[src/rtl/serial_audio_encoder_if.sv]
// serial_audio_encoder_if: valid/ready stereo sample stream feeding the encoder
interface serial_audio_encoder_if #(parameter int audio_width = 16);
  logic i_valid;
  logic i_ready;
  logic i_is_left;
  logic [audio_width-1:0] i_audio;
  modport master(output i_valid, output i_is_left, output i_audio, input i_ready);
  modport slave(input i_valid, input i_is_left, input i_audio, output i_ready);
endinterface

[src/rtl/serial_audio_encoder.sv]
// serial_audio_encoder: I2S/left-justified transmitter, 64 sclk per frame; SERIAL_AUDIO_ENCODER_UNDERRUN_REPEAT_EN repeats the last sample on underrun
module serial_audio_encoder #(parameter int audio_width = 16) (
  input  logic sclk,
  input  logic reset,
  input  logic is_i2s,
  input  logic lrclk_polarity,
  serial_audio_encoder_if.slave stream,
  output logic lrclk,
  output logic sdout,
  output logic o_underrun
);
  localparam int pad = 32 - audio_width;
  logic [5:0] cnt, cnt_nx;
  logic [audio_width-1:0] hold, left_buf, right_buf, smp;
  logic hold_full, hold_left, left_full, right_full;
  logic ld, ld_left, avail, take, mv_l, mv_r;
  logic [31:0] sr, word;
`ifdef SERIAL_AUDIO_ENCODER_UNDERRUN_REPEAT_EN
  logic [audio_width-1:0] last_l, last_r;
`endif
  assign stream.i_ready = !reset && !hold_full;
  // slot load decision, hold->buffer moves and the MSB-aligned word to load
  always_comb begin
    cnt_nx = cnt + 6'd1;
    ld = cnt_nx[4:0] == 5'd0;
    ld_left = !cnt_nx[5];
    avail = ld_left ? left_full : right_full;
    take = stream.i_valid && stream.i_ready;
    mv_l = hold_full && hold_left && !left_full;
    mv_r = hold_full && !hold_left && !right_full;
`ifdef SERIAL_AUDIO_ENCODER_UNDERRUN_REPEAT_EN
    smp = avail ? (ld_left ? left_buf : right_buf) : (ld_left ? last_l : last_r);
`else
    smp = avail ? (ld_left ? left_buf : right_buf) : '0;
`endif
    word = 32'(smp) << pad;
  end
  // frame counter, serialiser and input buffering; I2S keeps the old word's last bit for p=0
  always_ff @(posedge sclk or posedge reset) begin
    if (reset) begin
      cnt <= 6'd63;
      lrclk <= 1'b0;
      sdout <= 1'b0;
      o_underrun <= 1'b0;
      sr <= '0;
      hold <= '0;
      hold_left <= 1'b0;
      hold_full <= 1'b0;
      left_buf <= '0;
      right_buf <= '0;
      left_full <= 1'b0;
      right_full <= 1'b0;
`ifdef SERIAL_AUDIO_ENCODER_UNDERRUN_REPEAT_EN
      last_l <= '0;
      last_r <= '0;
`endif
    end else begin
      cnt <= cnt_nx;
      lrclk <= cnt_nx[5] ^ lrclk_polarity;
      sdout <= (ld && !is_i2s) ? word[31] : sr[31];
      sr <= ld ? (is_i2s ? word : word << 1) : sr << 1;
      o_underrun <= ld && !avail;
      if (take) begin
        hold <= stream.i_audio;
        hold_left <= stream.i_is_left;
      end
      hold_full <= take || (hold_full && !mv_l && !mv_r);
      if (mv_l) left_buf <= hold;
      if (mv_r) right_buf <= hold;
      left_full <= mv_l || (left_full && !(ld && ld_left));
      right_full <= mv_r || (right_full && !(ld && !ld_left));
`ifdef SERIAL_AUDIO_ENCODER_UNDERRUN_REPEAT_EN
      if (ld && avail && ld_left) last_l <= left_buf;
      if (ld && avail && !ld_left) last_r <= right_buf;
`endif
    end
  end
endmodule

[src/flat_wrapper.sv]
// flat-port wrapper written by rule: the top's interface ports become plain ports
module serial_audio_encoder_flat 
#(parameter int audio_width = 16)
  (sclk, reset, is_i2s, lrclk_polarity, lrclk, sdout, o_underrun, stream_i_valid, stream_i_is_left, stream_i_audio, stream_i_ready);
  serial_audio_encoder_if #(.audio_width(audio_width)) stream_i ();
  input  logic sclk;
  input  logic reset;
  input  logic is_i2s;
  input  logic lrclk_polarity;
  output logic lrclk;
  output logic sdout;
  output logic o_underrun;
  input wire logic [$bits(stream_i.i_valid)-1:0] stream_i_valid;
  input wire logic [$bits(stream_i.i_is_left)-1:0] stream_i_is_left;
  input wire logic [$bits(stream_i.i_audio)-1:0] stream_i_audio;
  output wire logic [$bits(stream_i.i_ready)-1:0] stream_i_ready;
  assign stream_i.i_valid = stream_i_valid;
  assign stream_i.i_is_left = stream_i_is_left;
  assign stream_i.i_audio = stream_i_audio;
  assign stream_i_ready = stream_i.i_ready;
  serial_audio_encoder #(.audio_width(audio_width)) u_core (.sclk(sclk), .reset(reset), .is_i2s(is_i2s), .lrclk_polarity(lrclk_polarity), .stream(stream_i), .lrclk(lrclk), .sdout(sdout), .o_underrun(o_underrun));
endmodule
[config.mk]
export PLATFORM = sky130hd
export DESIGN_NAME = serial_audio_encoder_flat
export DESIGN_NICKNAME = d
export VERILOG_FILES = /design/src/rtl/serial_audio_encoder_if.sv /design/src/rtl/serial_audio_encoder.sv /design/src/flat_wrapper.sv
export SDC_FILE = /design/constraint.sdc
export NUM_CORES = 1
export LEC_CHECK = 0
export BUFFER_PORTS_ARGS = -buffer_cell sky130_fd_sc_hd__clkbuf_2
export CORE_ASPECT_RATIO = 2
export CORE_MARGIN = 2
export CORE_UTILIZATION = 60
export DETAILED_ROUTE_END_ITERATION = 8
export HOLD_SLACK_MARGIN = 0.03
export PLACE_DENSITY = 0.82
export SLEW_MARGIN = 20
export SYNTH_ARGS = -nofsm -noshare
export SYNTH_HDL_FRONTEND = slang
export SYNTH_SLANG_ARGS = --single-unit
[constraint.sdc]
create_clock -name sclk -period 2.7 [get_ports sclk]
set_clock_uncertainty 0.05 [all_clocks]
set_input_delay 0.27 -clock sclk [delete_from_list [all_inputs] [get_ports sclk]]
set_output_delay 0.27 -clock sclk [all_outputs]
set_load 0.01 [all_outputs]
Word-level counts from Yosys, hierarchy flattened
Cells that the tools add are included.
- bits in read-only memories: 0
- bits in latches: 0
- memories kept: 0
- register bits after elaboration: 93
- output and inout bits: 4
- bits in writable memories: 0
- word-level logic and storage cells: 50
- bits of input ports: 22
- bitwise gates (word level): 1
- $add $sub $neg: 1
- shifts and indexed selects: 0
- div/mod/pow operators: 0
- $lt $le $gt $ge: 0
- mux-type cells: 6
- equal/unequal tests: 0
- multiply operators: 0
- reduce and logical (&&, ||, !) cells: 30
- operators by type and width (operator ; number):
    $mux 32 ; 2
    $mux 16 ; 2
    $logic_and 1x1->1 ; 14
    $logic_not 1->1 ; 12
    $add 6x1->6 const B ; 1
    $logic_not 5->1 ; 1
    $logic_or 1x1->1 ; 3
    $mux 1 ; 2
    $xor 1x1->1 ; 1

Longest topological paths before layout
- depth in word-level cells: 6
- depth in mapped cells: 8
- gate-level depth less buffers: 6

Worst setup path after synthesis
No wires, ideal clock.
- kind: register to register
- start: register u_core.hold_full
- end: register u_core.hold[0]
- arrival: 1.477 ns
- setup time: 0.125 ns
- required time: 2.525 ns
- path buffers: 2
- period minus slack after synthesis: 1.651 ns
- stages on the path, launching flop included: 6
- slack: 1.049 ns
- path through: dfrtp_1 nor2_1 and2_1 buf_2 buf_2 mux2_2
- cells in the longest elaborated chain, start to end: 3
- ends and longest elaborated chain (item ; line ; source):
    from (decl) ; serial_audio_encoder.sv:15 ; logic hold_full, hold_left, left_full, right_full;
    from (signal assigned) ; serial_audio_encoder.sv:67 ; hold_full <= take || (hold_full && !mv_l && !mv_r);
    $logic_not 1->1 ; serial_audio_encoder.sv:21 ; assign stream.i_ready = !reset && !hold_full;
    $logic_and 1x1->1 ; serial_audio_encoder.sv:21 ;
    named net stream_i_ready ; flat_wrapper.sv:16 ; output wire logic [$bits(stream_i.i_ready)-1:0] stream_i_ready;
    $logic_and 1x1->1 ; serial_audio_encoder.sv:28 ; take = stream.i_valid && stream.i_ready;
    to (signal assigned) ; serial_audio_encoder.sv:64 ; hold <= stream.i_audio;
    to (decl) ; serial_audio_encoder.sv:14 ; logic [audio_width-1:0] hold, left_buf, right_buf, smp;
The timed path passes the listed nets, and every way through them passes these cells.
A chain may end at the register's enable or synchronous reset.

Worst setup path after layout
- start: register u_core.right_full
- end: register u_core.right_buf[13]
- cells in the longest elaborated chain, start to end: 2
- ends and longest elaborated chain (item ; line ; source):
    from (decl) ; serial_audio_encoder.sv:15 ;
    from (signal assigned) ; serial_audio_encoder.sv:71 ; right_full <= mv_r || (right_full && !(ld && !ld_left));
    $logic_not 1->1 ; serial_audio_encoder.sv:30 ; mv_r = hold_full && !hold_left && !right_full;
    $logic_and 1x1->1 ; serial_audio_encoder.sv:30 ;
    to (signal assigned) ; serial_audio_encoder.sv:69 ; if (mv_r) right_buf <= hold;
    to (decl) ; serial_audio_encoder.sv:14 ;
No other way between the ends.

==> metrics.md <==
| Metric | Value |
|---|---|
| Outcome | complete, but fails checks |
| Failing checks | design-rule violations |
| Number of port buffers | 25 |
| Vias | 2178 |
| Slew HR | 0.4874 |
| Area of the multi-input gates | 1541 um^2 |
| Routability cong. | 0.7922 |
| Fin util | 0.6892 |
| CTS Sinks | 77 |
| Initial antenna violation count | 0 |
| Clock power share | 0.307 |
| Crit path time final | 2092 ps |
| Crit path from | u_core.right_full |
| DR WL/cell | 17.36 um |
| Synth top area cells | dfrtp_1, mux2_2, nand3_1 |
| Seq/Total Area, Yosys | 0.5331 |
| Power share of the combinational group | 0.224 |
| Top cell type by total area after synthesis | dfrtp_1 |
| Setup TNS | 0 ps |
| Slew Viols, Final | 0 |
| Overall routed net length | 6352 um |
| Peak VDD IR | 0.6871 mV |
| Actual slew at the worst max-slew pin | 768.9 ps |
| Hold WC Path Type | in2reg |
| Cells after Synth | 278 |
| Post-synth top area share | 0.4897 |
| Clock-pin slew on the worst setup and hold paths | 60 ps |
| TritonCTS buffer count | 9 |
| Hold path startpoint | lrclk_polarity |
| Ports | 26 |
| Mapped Area | 3628 um^2 |
| P_sw | 0.001174 W |
| Root Driver | clkbuf_16 |
| Area Overhead vs Synth | 12.17% |
| Hold Fails Final Rpt | 0 |
| Die extent in x | 58.99 um |
| Ant diodes | 0 |
| Register area | 1934 um^2 |
| CP endpoint kind | flop |
| Crit Path Class | reg2reg |
| Fin cells | 366 |
| Clock latency on the worst-skew pair | 340 ps |
| DIE AREA | 6723 um^2 |
| Initial Util | 0.6144 |
| Worst Path Required | 2870 ps |
| Detailed Place HPWL | 4329 um |
| Detail Route Antenna Nets | 0 |
| Mapped Nets | 302 |
| H-tree Lvls | 3 |
| FP Rows | 40 |
| Via density | 5.951 |
| RSZ-0062 raised after global routing | false |
| TritonRoute pass-1 iters | 6 |
| Die Y | 114.0 um |
| Core area | 5906 um^2 |
| Cell total after placement | 350 |
| Post-cts gate resize count | 0 |
| Clk buf depth | 2 |
| Layout cells sized above 1 | 0.4752 |
| Grt ovf | 0 |
| Final nets | 323 |
| FF-to-FF setup slack | 610 ps |
| Fillers | 416 |
| CP Max Fanout | 20 |
| Drt drc | 1 |
| TritonCTS clock tree | yes |
| Largest net degree at the start of global routing | 48 |
| Number of global-route vias before repair | 2289 |
| Final setup fails | 0 |
| Cell-internal power | 0.002959 W |
| Max Clk Rate | 477.9 MHz |
| P_leak | 1.790 nW |
| First-pass GRT wire length | 11230 um |
| FF-to-FF Start | u_core.right_full |
| Synthesized area per cell | 13.05 um^2 |
| Number of distinct library cells after synthesis | 35 |
| Switching part of the total | 0.2841 |
| Tcrit/Tclk final | 0.7750 |
| Maxcap violations | 0 |
| Worst R2R End | u_core.right_buf[13] |
| Arr. time, crit path | 2260 ps |
| All-Layer GR Usage | 0.2228 |
| Seq pwr share | 0.469 |
| Worst slack, placed | 615.1 ps |
| Yosys synthesis warning count | 0 |
| Final worst slack | 607.5 ps |
| R2R depth | 3 |
| Pwr Density | 1015 nW/um^2 |
| Startpoint Class | flop |
| Setup crit end | u_core.right_buf[13] |
| DRT iter0 DRCs | 113 |
| #FFs+latches synth | 77 |
power groups by stage:
stage / Sequential [W] / Combinational (W) / Clock [W]
6_report: 0.00194 / 0.000924 / 0.00127
5_1_grt: 0.00199 / 0.00103 / 0.00133
4_1_cts: 0.00193 / 0.000938 / 0.00129
3_5_place_dp: 0.00195 / 0.000922 / 0
3_3_place_gp: 0.00190 / 0.000880 / 0
2_1_floorplan: 0.00174 / 0.000850 / 0
worst min path at each step:
stage	end	slack [ps]	depth (start not counted)
after global placement	u_core.hold[15]	320	2
after floorplan	u_core.lrclk	310	1
after global routing	u_core.hold[14]	110	2
after detailed placement	u_core.hold[15]	350	2
final	u_core.lrclk	90	2
after CTS	u_core.lrclk	90	2
final cells by class:
| class | instances | area share |
|---|---|---|
| Sequential cell | 77 | 0.4753 |
| Multi-Input combinational cell | 176 | 0.3787 |
| Clock buffer | 11 | 0.05964 |
| Timing Repair Buffer | 31 | 0.04550 |
| Tap cell | 63 | 0.01937 |
| Clock inverter | 4 | 0.01783 |
| Inverter | 4 | 0.003689 |
cell usage after synthesis, drive strengths merged:
master   n
a31oi   15
and3     2
a21oi    3
nand3   36
xnor2    2
nor4     1
clkbuf   3
a21bo    1
nand4    1
o21bai   1
inv      4
nand3b   1
xor2     3
nor2    16
nand2    7
a21o     1
dfrtp   71
o21a     1
dfstp    6
buf     18
a211o    1
a41oi    1
and2     1
mux2    79
ha       2
nor3b    1
state kept, by name (all words and copies together) (netlist names):
signal and flops:
u_core.hold 16, u_core.cnt 6, u_core.sdout 1, u_core.left_buf 16
u_core.left_full 1, u_core.lrclk 1, u_core.right_full 1, u_core.o_underrun 1
u_core.hold_full 1, u_core.hold_left 1, u_core.right_buf 16, u_core.sr 16
worst max-delay path, stage by stage (launching register included):
cell and delay, ps:
dfrtp_1 610, nor3b_2 640, buf_4 310, mux2_2 360
layer usage:
| metal | GRT usage | vias to the layer above | share of wire |
|---|---|---|---|
| li1 | - | 1037 | - |
| met1 | 0.3057 | 1081 | 0.44 |
| met2 | 0.3363 | 48 | 0.51 |
| met3 | 0.06463 | 12 | 0.033 |
| met4 | 0.07879 | 0 | 0.018 |
| met5 | 0 | - | 0 |
through the flow:
stage | power, W | area, um^2 | hold WS [ps]
2_1_floorplan | 0.002588 | 3628 | 313.4
3_3_place_gp | 0.002784 | 3745 | 316.0
3_5_place_dp | 0.002869 | 3745 | 348.3
4_1_cts | 0.004163 | 4070 | 91.41
5_1_grt | 0.004357 | 4070 | 113.9
6_report | 0.004133 | 4070 | 91.02
logic make-up (layout without fill, tap and decap cells):
kind of cell	after synthesis	in the layout	share of synthesized area
xor gates and xnor gates	5	5	0.01414
buffers and inverters	25	50	0.04345
muxes	79	79	0.2452
DFF	77	77	0.5331
AOI/OAI and AO/OA	24	24	0.06759
and+or+nand+nor	66	66	0.08966
adders and majority gates	2	2	0.006895
cells in the final DEF (no fill, tap or decap), drive strengths merged, types with 2 or more instances in the layout:
| master | instances |
|---|---|
| a21oi | 3 |
| a31oi | 15 |
| and3 | 2 |
| buf | 5 |
| bufinv | 2 |
| clkbuf | 36 |
| dfrtp | 71 |
| dfstp | 6 |
| ha | 2 |
| inv | 4 |
| mux2 | 79 |
| nand2 | 7 |
| nand3 | 36 |
| nor2 | 16 |
| xnor2 | 2 |
| xor2 | 3 |
repair_timing:
| item | in CTS | in global routing |
|---|---|---|
| setup buffers | 0 | 0 |
| endpoints found under the hold margin | 24 | 0 |
| hold buffers | 1 | 0 |
No activity file was read; power rests on OpenSTA's default activity.
